<file path="src/rtl/ex_muldiv_if.sv">
// ---------------------------------------------------------------------------
// ex_muldiv_if
// Operation/result bundle between the EX stage and the multi-cycle RV32M unit.
//   master : issuing side (drives the operation, observes completion)
//   slave  : ex_muldiv (accepts the operation, drives the completion)
// Signals:
//   flush_i   kill any in-flight operation
//   valid_i   new operation present
//   ready_o   unit can accept (IDLE only)
//   funct3_i  RISC-V M funct3
//   rs1_i/rs2_i operands, rd_i destination register
//   valid_o   one-cycle completion pulse, rd_o/result_o completed op
//   busy_o    inverse of ready_o
// ---------------------------------------------------------------------------
interface ex_muldiv_if #(
    parameter int XLEN = 32
);
    logic            flush_i;
    logic            valid_i;
    logic            ready_o;
    logic [2:0]      funct3_i;
    logic [XLEN-1:0] rs1_i;
    logic [XLEN-1:0] rs2_i;
    logic [4:0]      rd_i;
    logic            valid_o;
    logic [4:0]      rd_o;
    logic [XLEN-1:0] result_o;
    logic            busy_o;

    modport master (
        output flush_i, valid_i, funct3_i, rs1_i, rs2_i, rd_i,
        input  ready_o, valid_o, rd_o, result_o, busy_o
    );

    modport slave (
        input  flush_i, valid_i, funct3_i, rs1_i, rs2_i, rd_i,
        output ready_o, valid_o, rd_o, result_o, busy_o
    );
endinterface

</file>
<file path="src/rtl/ex_muldiv.sv">
// ---------------------------------------------------------------------------
// ex_muldiv
// Multi-cycle RV32M execute unit: MUL/MULH/MULHSU/MULHU through a
// MUL_STAGES-deep pipelined multiplier, DIV/DIVU/REM/REMU through an
// iterative restoring divider. One operation in flight at a time.
// Ports:
//   clk   rising-edge clock
//   rst   synchronous active-high reset (dominates rdy and flush)
//   rdy   global enable; all state holds while low
//   bus   ex_muldiv_if slave modport (operation in, completion out)
// ---------------------------------------------------------------------------
module ex_muldiv #(
    parameter int XLEN       = 32,
    parameter int MUL_STAGES = 2
) (
    input  logic            clk,
    input  logic            rst,
    input  logic            rdy,
    ex_muldiv_if.slave      bus
);

    localparam int CW = $clog2(XLEN + MUL_STAGES + 1);
    localparam logic [CW-1:0] MUL_LAST = CW'(MUL_STAGES - 1);
    localparam logic [CW-1:0] DIV_LAST = CW'(XLEN - 1);
    localparam logic [CW-1:0] CNT_ONE  = CW'(1);

    typedef enum logic [2:0] {
        S_IDLE = 3'd0,
        S_MUL  = 3'd1,
        S_DIV  = 3'd2,
        S_FIX  = 3'd3,
        S_DONE = 3'd4
    } state_t;

    state_t              r_state;
    state_t              w_next;
    logic [CW-1:0]       r_cnt;
    logic [2:0]          r_op;
    logic [4:0]          r_rd;
    logic [2*XLEN-1:0]   r_ma;
    logic [2*XLEN-1:0]   r_mb;
    logic [2*XLEN-1:0]   r_pipe [MUL_STAGES];
    logic [XLEN-1:0]     r_dvd;      // dividend shifting out, quotient shifting in
    logic [XLEN-1:0]     r_dvs;
    logic [XLEN:0]       r_rem;      // partial remainder
    logic                r_q_neg;
    logic                r_r_neg;
    logic [XLEN-1:0]     r_pend;     // divide result (special case or fixed up)
    logic                r_valid;
    logic [4:0]          r_rd_out;
    logic [XLEN-1:0]     r_result;

    logic                w_accept;
    logic                w_sgn_div;
    logic                w_rem_op;
    logic                w_neg_a;
    logic                w_neg_b;
    logic                w_div_zero;
    logic                w_ovf;
    logic                w_special;
    logic                w_ma_sgn;
    logic                w_mb_sgn;
    logic [XLEN-1:0]     w_special_res;
    logic [XLEN+1:0]     w_diff;
    logic [XLEN-1:0]     w_fix_res;
    logic [2*XLEN-1:0]   w_prod;
    logic [XLEN-1:0]     w_mul_res;
    logic                w_ready;

    assign w_accept   = rdy & ~bus.flush_i & bus.valid_i & (r_state == S_IDLE);
    assign w_sgn_div  = ~bus.funct3_i[0];
    assign w_rem_op   = bus.funct3_i[1];
    assign w_neg_a    = w_sgn_div & bus.rs1_i[XLEN-1];
    assign w_neg_b    = w_sgn_div & bus.rs2_i[XLEN-1];
    assign w_div_zero = (bus.rs2_i == {XLEN{1'b0}});
    assign w_ovf      = w_sgn_div & (bus.rs1_i == {1'b1, {(XLEN-1){1'b0}}})
                                  & (bus.rs2_i == {XLEN{1'b1}});
    assign w_special  = bus.funct3_i[2] & (w_div_zero | w_ovf);
    assign w_ma_sgn   = (bus.funct3_i == 3'd1) | (bus.funct3_i == 3'd2);
    assign w_mb_sgn   = (bus.funct3_i == 3'd1);

    // Trial subtract of one restoring step; a set top bit means it went negative.
    assign w_diff = {r_rem, r_dvd[XLEN-1]} - {2'b00, r_dvs};

    // Operands are sign/zero extended to 2*XLEN, so the low 2*XLEN bits of
    // a plain product are the correct signed/unsigned/mixed product.
    assign w_prod    = r_ma * r_mb;
    assign w_mul_res = (r_op == 3'd0) ? r_pipe[MUL_STAGES-1][XLEN-1:0]
                                      : r_pipe[MUL_STAGES-1][2*XLEN-1:XLEN];

    // Divide special-case result chosen at acceptance
    always_comb begin
        w_special_res = {XLEN{1'b0}};
        if (w_div_zero) begin
            w_special_res = w_rem_op ? bus.rs1_i : {XLEN{1'b1}};
        end else if (w_ovf) begin
            w_special_res = w_rem_op ? {XLEN{1'b0}} : bus.rs1_i;
        end else begin
            w_special_res = {XLEN{1'b0}};
        end
    end

    // Sign fix-up of the unsigned quotient/remainder
    always_comb begin
        w_fix_res = {XLEN{1'b0}};
        if (r_op[1]) begin
            w_fix_res = r_r_neg ? ({XLEN{1'b0}} - r_rem[XLEN-1:0]) : r_rem[XLEN-1:0];
        end else begin
            w_fix_res = r_q_neg ? ({XLEN{1'b0}} - r_dvd) : r_dvd;
        end
    end

    // FSM state register
    always_ff @(posedge clk) begin
        if (rst) begin
            r_state <= S_IDLE;
        end else if (rdy) begin
            r_state <= w_next;
        end else begin
            r_state <= r_state;
        end
    end

    // FSM next-state logic; flush overrides both acceptance and completion
    always_comb begin
        w_next = r_state;
        if (bus.flush_i) begin
            w_next = S_IDLE;
        end else begin
            case (r_state)
                S_IDLE: begin
                    if (!bus.valid_i)          w_next = S_IDLE;
                    else if (!bus.funct3_i[2]) w_next = S_MUL;
                    else if (w_special)        w_next = S_DONE;
                    else                       w_next = S_DIV;
                end
                S_MUL:   w_next = (r_cnt == MUL_LAST) ? S_DONE : S_MUL;
                S_DIV:   w_next = (r_cnt == DIV_LAST) ? S_FIX : S_DIV;
                S_FIX:   w_next = S_DONE;
                S_DONE:  w_next = S_IDLE;
                default: w_next = S_IDLE;
            endcase
        end
    end

    // FSM outputs: ready purely from state
    always_comb begin
        w_ready = 1'b0;
        if (r_state == S_IDLE) begin
            w_ready = 1'b1;
        end else begin
            w_ready = 1'b0;
        end
    end

    assign bus.ready_o  = w_ready;
    assign bus.busy_o   = ~w_ready;
    assign bus.valid_o  = r_valid;
    assign bus.rd_o     = r_rd_out;
    assign bus.result_o = r_result;

    // Operand capture, iteration counter and divider datapath
    always_ff @(posedge clk) begin
        if (rst) begin
            r_cnt   <= {CW{1'b0}};
            r_op    <= 3'd0;
            r_rd    <= 5'd0;
            r_ma    <= {(2*XLEN){1'b0}};
            r_mb    <= {(2*XLEN){1'b0}};
            r_dvd   <= {XLEN{1'b0}};
            r_dvs   <= {XLEN{1'b0}};
            r_rem   <= {(XLEN+1){1'b0}};
            r_q_neg <= 1'b0;
            r_r_neg <= 1'b0;
            r_pend  <= {XLEN{1'b0}};
        end else if (rdy) begin
            if (w_accept) begin
                r_cnt   <= {CW{1'b0}};
                r_op    <= bus.funct3_i;
                r_rd    <= bus.rd_i;
                r_ma    <= {{XLEN{w_ma_sgn & bus.rs1_i[XLEN-1]}}, bus.rs1_i};
                r_mb    <= {{XLEN{w_mb_sgn & bus.rs2_i[XLEN-1]}}, bus.rs2_i};
                r_dvd   <= w_neg_a ? ({XLEN{1'b0}} - bus.rs1_i) : bus.rs1_i;
                r_dvs   <= w_neg_b ? ({XLEN{1'b0}} - bus.rs2_i) : bus.rs2_i;
                r_rem   <= {(XLEN+1){1'b0}};
                r_q_neg <= w_neg_a ^ w_neg_b;
                r_r_neg <= w_neg_a;
                r_pend  <= w_special_res;
            end else begin
                case (r_state)
                    S_MUL: begin
                        r_cnt <= r_cnt + CNT_ONE;
                    end
                    S_DIV: begin
                        r_cnt <= r_cnt + CNT_ONE;
                        if (w_diff[XLEN+1]) begin
                            r_rem <= {r_rem[XLEN-1:0], r_dvd[XLEN-1]};
                            r_dvd <= {r_dvd[XLEN-2:0], 1'b0};
                        end else begin
                            r_rem <= w_diff[XLEN:0];
                            r_dvd <= {r_dvd[XLEN-2:0], 1'b1};
                        end
                    end
                    S_FIX: begin
                        r_pend <= w_fix_res;
                    end
                    default: begin
                        r_cnt <= r_cnt;
                    end
                endcase
            end
        end else begin
            r_cnt <= r_cnt;
        end
    end

    // Multiplier pipeline: stage 0 multiplies, later stages only delay
    always_ff @(posedge clk) begin
        if (rst) begin
            for (int i = 0; i < MUL_STAGES; i++) begin
                r_pipe[i] <= {(2*XLEN){1'b0}};
            end
        end else if (rdy) begin
            r_pipe[0] <= w_prod;
            for (int i = 1; i < MUL_STAGES; i++) begin
                r_pipe[i] <= r_pipe[i-1];
            end
        end else begin
            r_pipe[0] <= r_pipe[0];
        end
    end

    // Registered completion; flush suppresses the pulse but keeps result/rd
    always_ff @(posedge clk) begin
        if (rst) begin
            r_valid  <= 1'b0;
            r_rd_out <= 5'd0;
            r_result <= {XLEN{1'b0}};
        end else if (rdy) begin
            if (bus.flush_i) begin
                r_valid <= 1'b0;
            end else if (r_state == S_DONE) begin
                r_valid  <= 1'b1;
                r_rd_out <= r_rd;
                r_result <= r_op[2] ? r_pend : w_mul_res;
            end else begin
                r_valid <= 1'b0;
            end
        end else begin
            r_valid <= r_valid;
        end
    end

endmodule

</file>
<file path="src/flat_wrapper.sv">
// flat-port wrapper written by rule: the top's interface ports become plain ports
module ex_muldiv_flat 
#(
    parameter int XLEN       = 32,
    parameter int MUL_STAGES = 2
)
  (clk, rst, rdy, bus_flush_i, bus_valid_i, bus_funct3_i, bus_rs1_i, bus_rs2_i, bus_rd_i, bus_ready_o, bus_valid_o, bus_rd_o, bus_result_o, bus_busy_o);
  ex_muldiv_if #(.XLEN(XLEN)) bus_i ();
  input  logic clk;
  input  logic rst;
  input  logic rdy;
  input wire logic [$bits(bus_i.flush_i)-1:0] bus_flush_i;
  input wire logic [$bits(bus_i.valid_i)-1:0] bus_valid_i;
  input wire logic [$bits(bus_i.funct3_i)-1:0] bus_funct3_i;
  input wire logic [$bits(bus_i.rs1_i)-1:0] bus_rs1_i;
  input wire logic [$bits(bus_i.rs2_i)-1:0] bus_rs2_i;
  input wire logic [$bits(bus_i.rd_i)-1:0] bus_rd_i;
  output wire logic [$bits(bus_i.ready_o)-1:0] bus_ready_o;
  output wire logic [$bits(bus_i.valid_o)-1:0] bus_valid_o;
  output wire logic [$bits(bus_i.rd_o)-1:0] bus_rd_o;
  output wire logic [$bits(bus_i.result_o)-1:0] bus_result_o;
  output wire logic [$bits(bus_i.busy_o)-1:0] bus_busy_o;
  assign bus_i.flush_i = bus_flush_i;
  assign bus_i.valid_i = bus_valid_i;
  assign bus_i.funct3_i = bus_funct3_i;
  assign bus_i.rs1_i = bus_rs1_i;
  assign bus_i.rs2_i = bus_rs2_i;
  assign bus_i.rd_i = bus_rd_i;
  assign bus_ready_o = bus_i.ready_o;
  assign bus_valid_o = bus_i.valid_o;
  assign bus_rd_o = bus_i.rd_o;
  assign bus_result_o = bus_i.result_o;
  assign bus_busy_o = bus_i.busy_o;
  ex_muldiv #(.XLEN(XLEN), .MUL_STAGES(MUL_STAGES)) u_core (.clk(clk), .rst(rst), .rdy(rdy), .bus(bus_i));
endmodule
</file>
<file path="config.mk">
export PLATFORM = sky130hd
export DESIGN_NAME = ex_muldiv_flat
export DESIGN_NICKNAME = d
export VERILOG_FILES = /design/src/rtl/ex_muldiv_if.sv /design/src/rtl/ex_muldiv.sv /design/src/flat_wrapper.sv
export SDC_FILE = /design/constraint.sdc
export NUM_CORES = 2
export LEC_CHECK = 0
export CAP_MARGIN = 20
export CORE_ASPECT_RATIO = 0.75
export CORE_MARGIN = 2
export CORE_UTILIZATION = 45
export CTS_CLUSTER_SIZE = 25
export DETAILED_ROUTE_END_ITERATION = 8
export GPL_TIMING_DRIVEN = 0
export PLACE_DENSITY_LB_ADDON = 0.3
export SETUP_SLACK_MARGIN = 0.4
export SLEW_MARGIN = 20
export SYNTH_ARGS = -nofsm -noshare
export SYNTH_HDL_FRONTEND = slang
export SYNTH_SLANG_ARGS = --single-unit
</file>
<file path="constraint.sdc">
create_clock -name clk -period 9.1 [get_ports clk]
set_input_delay 1.82 -clock clk [delete_from_list [all_inputs] [get_ports clk]]
set_output_delay 1.82 -clock clk [all_outputs]
set_load 0.1 [all_outputs]
</file>
==> results_tabular.tex <==
\begin{tabular}{lr}
\hline
Metric & Value \\
\hline
\multicolumn{2}{l}{\textbf{Outcome}} \\
\quad Run status & complete, no violations \\
\multicolumn{2}{l}{\textbf{Drt}} \\
\quad Aggregate routed wire length & 236000 um \\
\quad Pre-Repair DR Iteration Count & 6 \\
\quad Uppermost layer routed & met5 \\
\quad Total number of vias & 47600 \\
\quad Post-route met1 wirelength & 100000 um \\
\quad Met3 routed WL & 38400 um \\
\quad Wirelength per Cell & 28.5 um \\
\quad Initial DRC count & 5688 \\
\quad Mean number of vias per cell & 5.74 \\
\quad Count of antenna-violating nets left after detailed routing & 0 \\
\quad Drc violations & 0 \\
\quad Routed length on met2 & 89600 um \\
\multicolumn{2}{l}{\textbf{Timing}} \\
\quad Final clock skew & 0.0273 ns \\
\quad Max-slew violations & 0 \\
\quad Max Clock Freq & 0.115 GHz \\
\quad Final setup violating endpoints & 0 \\
\quad Share of the clock period used by the worst path after layout & 95.5\% \\
\quad Final hold vios & 0 \\
\quad TNS Setup & 0 ns \\
\quad Unrepaired setup endpoints after global routing & true \\
\quad Shortest clock period the worst path allows after layout & 8.69 ns \\
\quad Slew at the pin with the worst max-slew slack & 1.11 ns \\
\quad Remaining max-slew budget at the tightest pin & 25.7\% \\
\multicolumn{2}{l}{\textbf{Setup path}} \\
\quad RR Endpoint & u\_core.r\_pipe[0][56] \\
\quad Slowest stage delay, CP & 0.61 ns \\
\quad Classification of the worst setup path & flop to flop \\
\quad Reg2Reg Setup Slack & 0.41 ns \\
\quad Critical-path maximum fanout & 10 \\
\quad Largest delay share family, worst path & adder cells \\
\quad First element of the critical path & u\_core.r\_ma[26] \\
\quad Depth of the critical timing path with buffers and inverters included & 28 \\
\quad Destination of the critical timing path & u\_core.r\_pipe[0][56] \\
\quad Critical path data arrival time & 9.01 ns \\
\quad Required time at the endpoint of the critical path & 9.41 ns \\
\quad Number of buffer and inverter instances along the worst setup path & 8 \\
\quad Worst path most repeated cell & sky130\_fd\_sc\_hd\_\_fa\_1 \\
\quad Worst setup SP type & flop \\
\quad Depth of the worst register-to-register path & 28 \\
\quad Worst flop-to-flop path startpoint & u\_core.r\_ma[26] \\
\quad Critical Path End Type & flop \\
\quad Worst path slowest cell & sky130\_fd\_sc\_hd\_\_fa\_1 \\
\multicolumn{2}{l}{\textbf{Clock tree}} \\
\quad Clk sinks & 379 \\
\quad CTS tree & built \\
\quad Level count of the clock H-tree & 2 \\
\quad Worst-case clock buffer depth & 3 \\
\quad Clock Pin Slew Worst Setup and Hold Paths & 0.08 ns \\
\quad CTS Buf Count & 35 \\
\quad Clk Tree Root Cell & sky130\_fd\_sc\_hd\_\_clkbuf\_16 \\
\quad Clk Latency, worst-skew pair & 0.57 ns \\
\quad Count of hold buffers inserted by post-cts repair & 0 \\
\multicolumn{2}{l}{\textbf{Finish}} \\
\quad FILL cells & 12100 \\
\quad Share of post-route cells with drive strength above 1 & 6.20\% \\
\quad Most common library cell in the layout ignoring fill and taps & sky130\_fd\_sc\_hd\_\_inv\_1 \\
\quad Final cell utilization of the core & 50.0\% \\
\quad Most frequent cells in the layout & 1167 x sky130\_fd\_sc\_hd\_\_inv\_1, 1116 x sky130\_fd\_sc\_hd\_\_fa\_1, 864 x sky130\_fd\_sc\_hd\_\_nand2\_1, 629 x sky130\_fd\_sc\_hd\_\_and2\_1, 309 x sky130\_fd\_sc\_hd\_\_nor2\_1 \\
\quad Synthesis-to-finish area growth & 10.0\% \\
\quad Final-stage net count & 8029 \\
\multicolumn{2}{l}{\textbf{Yosys}} \\
\quad Register bit total from synthesis & 379 \\
\quad Post-synthesis async set-or-reset flop share & 0\% \\
\quad Number of enable flip-flop cells after synthesis & 128 \\
\quad Most used flip-flop cell after synthesis & sky130\_fd\_sc\_hd\_\_dfxtp\_1 \\
\quad Total number of yosys warnings & 0 \\
\quad Syn Nets & 7851 \\
\quad Share of the yosys chip area belonging to registers & 15.4\% \\
\quad Synthesized cell area & 57600 sq um \\
\quad Post-synth cell types & 73 \\
\quad Mean Syn Cell Area & 9.01 sq um \\
\quad Mapped Cells & 6397 \\
\multicolumn{2}{l}{\textbf{Power and ir drop}} \\
\quad Total power & 0.00442 W \\
\quad Leakage Power & 29.5 nW \\
\quad Peak supply drop & 0.135 mV \\
\quad Pwr/cell area & 69.7 nW/um\^{}2 \\
\multicolumn{2}{l}{\textbf{Placed design}} \\
\quad Global placer's final weighted congestion & 1.09 \\
\quad Count of buffers from port buffering & 109 \\
\quad HPWL Detailed & 197000 um \\
\multicolumn{2}{l}{\textbf{Global routing}} \\
\quad Initial antenna violation count & 31 \\
\quad Overflow left after global routing & 0 \\
\quad Wire length of the first global-routing pass & 339000 um \\
\quad Pin count of the biggest net entering global routing & 57 \\
\quad Global Route Usage Sum & 36.4\% \\
\quad Vias in the first global route & 47100 \\
\multicolumn{2}{l}{\textbf{Floorplanning}} \\
\quad Row cnt & 113 \\
\quad Number of top-level pins & 117 \\
\quad Die width & 417 um \\
\quad Effective utilization at floorplan & 45.4\% \\
\quad Area inside the core boundary & 127000 sq um \\
\quad Die footprint & 131000 sq um \\
\quad Height of the die & 314 um \\
\multicolumn{2}{l}{\textbf{Worst hold path}} \\
\quad Class of the tightest hold or removal check & flop to flop \\
\multicolumn{2}{l}{\textbf{Flow run}} \\
\quad Max cap viols & 0 \\
\hline
\end{tabular}
[report_power, final]
| group | switching [W] | internal, W | total (W) |
|---|---|---|---|
| registers | 0.0000811 | 0.00181 | 0.00189 |
| logic | 0.000699 | 0.000320 | 0.00102 |
| clock network | 0.000734 | 0.000778 | 0.00151 |
[worst min-delay path by stage]
stage                      from                to  slack (ns)  cells past startpoint
5_1_grt          u_core.r_rd[3]    u_core.r_rd[3]        0.48                      2
4_1_cts          u_core.r_rd[3]    u_core.r_rd[3]        0.46                      2
6_report         u_core.r_rd[3]    u_core.r_rd[3]        0.46                      2
3_3_place_gp     u_core.r_rd[1]    u_core.r_rd[1]        0.44                      2
3_5_place_dp     u_core.r_rd[3]    u_core.r_rd[3]        0.45                      2
2_1_floorplan  u_core.r_dvs[22]  u_core.r_dvs[22]        0.43                      2
[metal layers]
metal	global-route usage (%)	up-vias
met2	47.0	2884
li1	-	20000
met3	17.3	427
met4	10.7	26
met1	53.3	24300
met5	0	-
[what timing repair did]
| item | in CTS | in global routing |
|---|---|---|
| gates resized for setup | 353 | 153 |
| setup endpoints to repair | 42 | 29 |
| buffers inserted | 14 | 15 |
| pin swaps | 9 | 13 |
| endpoints found under the hold margin | 0 | 0 |
[worst register-to-register path: cells and delay by family (launching register included)]
| family | cells | cell delay [ns] |
|---|---|---|
| adders and majority gates | 9 | 4.56 |
| AOI/OAI and AO/OA | 8 | 1.67 |
| buffers and inverters | 8 | 1.11 |
| and+or+nand+nor | 3 | 0.69 |
| DFF | 1 | 0.40 |
[registers in the layout, summed over array words and instances (netlist names)]
name,flops
u_core.r_pend,32
u_core.r_r_neg,1
u_core.r_cnt,6
u_core.r_state,3
u_core.r_mb,32
u_core.bus.result_o,32
u_core.r_pipe,128
u_core.bus.rd_o,5
u_core.r_q_neg,1
u_core.r_rem,33
u_core.r_ma,33
u_core.r_rd,5
u_core.r_op,3
u_core.r_dvd,32
u_core.bus.valid_o,1
u_core.r_dvs,32
[synth_stat cells, drive strengths merged (63+ instances only)]
library cell | count | share of area [%]
mux2i | 70 | 1.2
a211oi | 63 | 0.82
a21oi | 264 | 2.3
clkbuf | 354 | 2.3
edfxtp | 128 | 6.7
nand2 | 866 | 5.6
fa | 1126 | 39
xnor2 | 114 | 1.7
ha | 251 | 5.4
xor2 | 98 | 1.5
nor2 | 309 | 2.0
o21ai | 143 | 1.2
and2 | 630 | 6.8
inv | 1172 | 7.6
dfxtp | 251 | 8.7
[through the flow]
stage               hold slack, ns  cells  setup WS (ns)  area, sq um
global route                 0.479   8271          0.234        63300
global placement             0.444   8173          -2.23        60800
detailed placement           0.451   8175          -2.07        60900
floorplan                    0.432   6397          0.923        57600
CTS                          0.465   8252          0.390        62900
finish                       0.464   8294          0.407        63400
[layout make-up]
cell class	count	area, sq um	area share, %
multi-input cells	4483	43300	68.3
flip-flops and latches	379	8950	14.1
repair buffers	141	1410	2.23
plain buffers	363	2060	3.24
clock buffers	40	935	1.47
clock inverters	23	175	0.276
diodes	26	65.1	0.103
well taps	1667	2090	3.29
inverters	1172	4420	6.97
[cell families (layout without fill, tap and decap cells)]
family                   Yosys count  after routing  share of synthesized area (%)
adder cells (fa/ha/maj)         1377           1377                           44.6
AO/OA/AOI/OAI                    722            722                           7.85
multiplexers                      72             72                           1.25
XOR/XNOR                         212            212                           3.24
buffers and inverters           1535           1739                           10.0
other                              0             26                              0
flip-flops                       379            379                           15.4
AND/OR/NAND/NOR                 2100           2100                           17.7
Power figures use the tool's default switching activity.
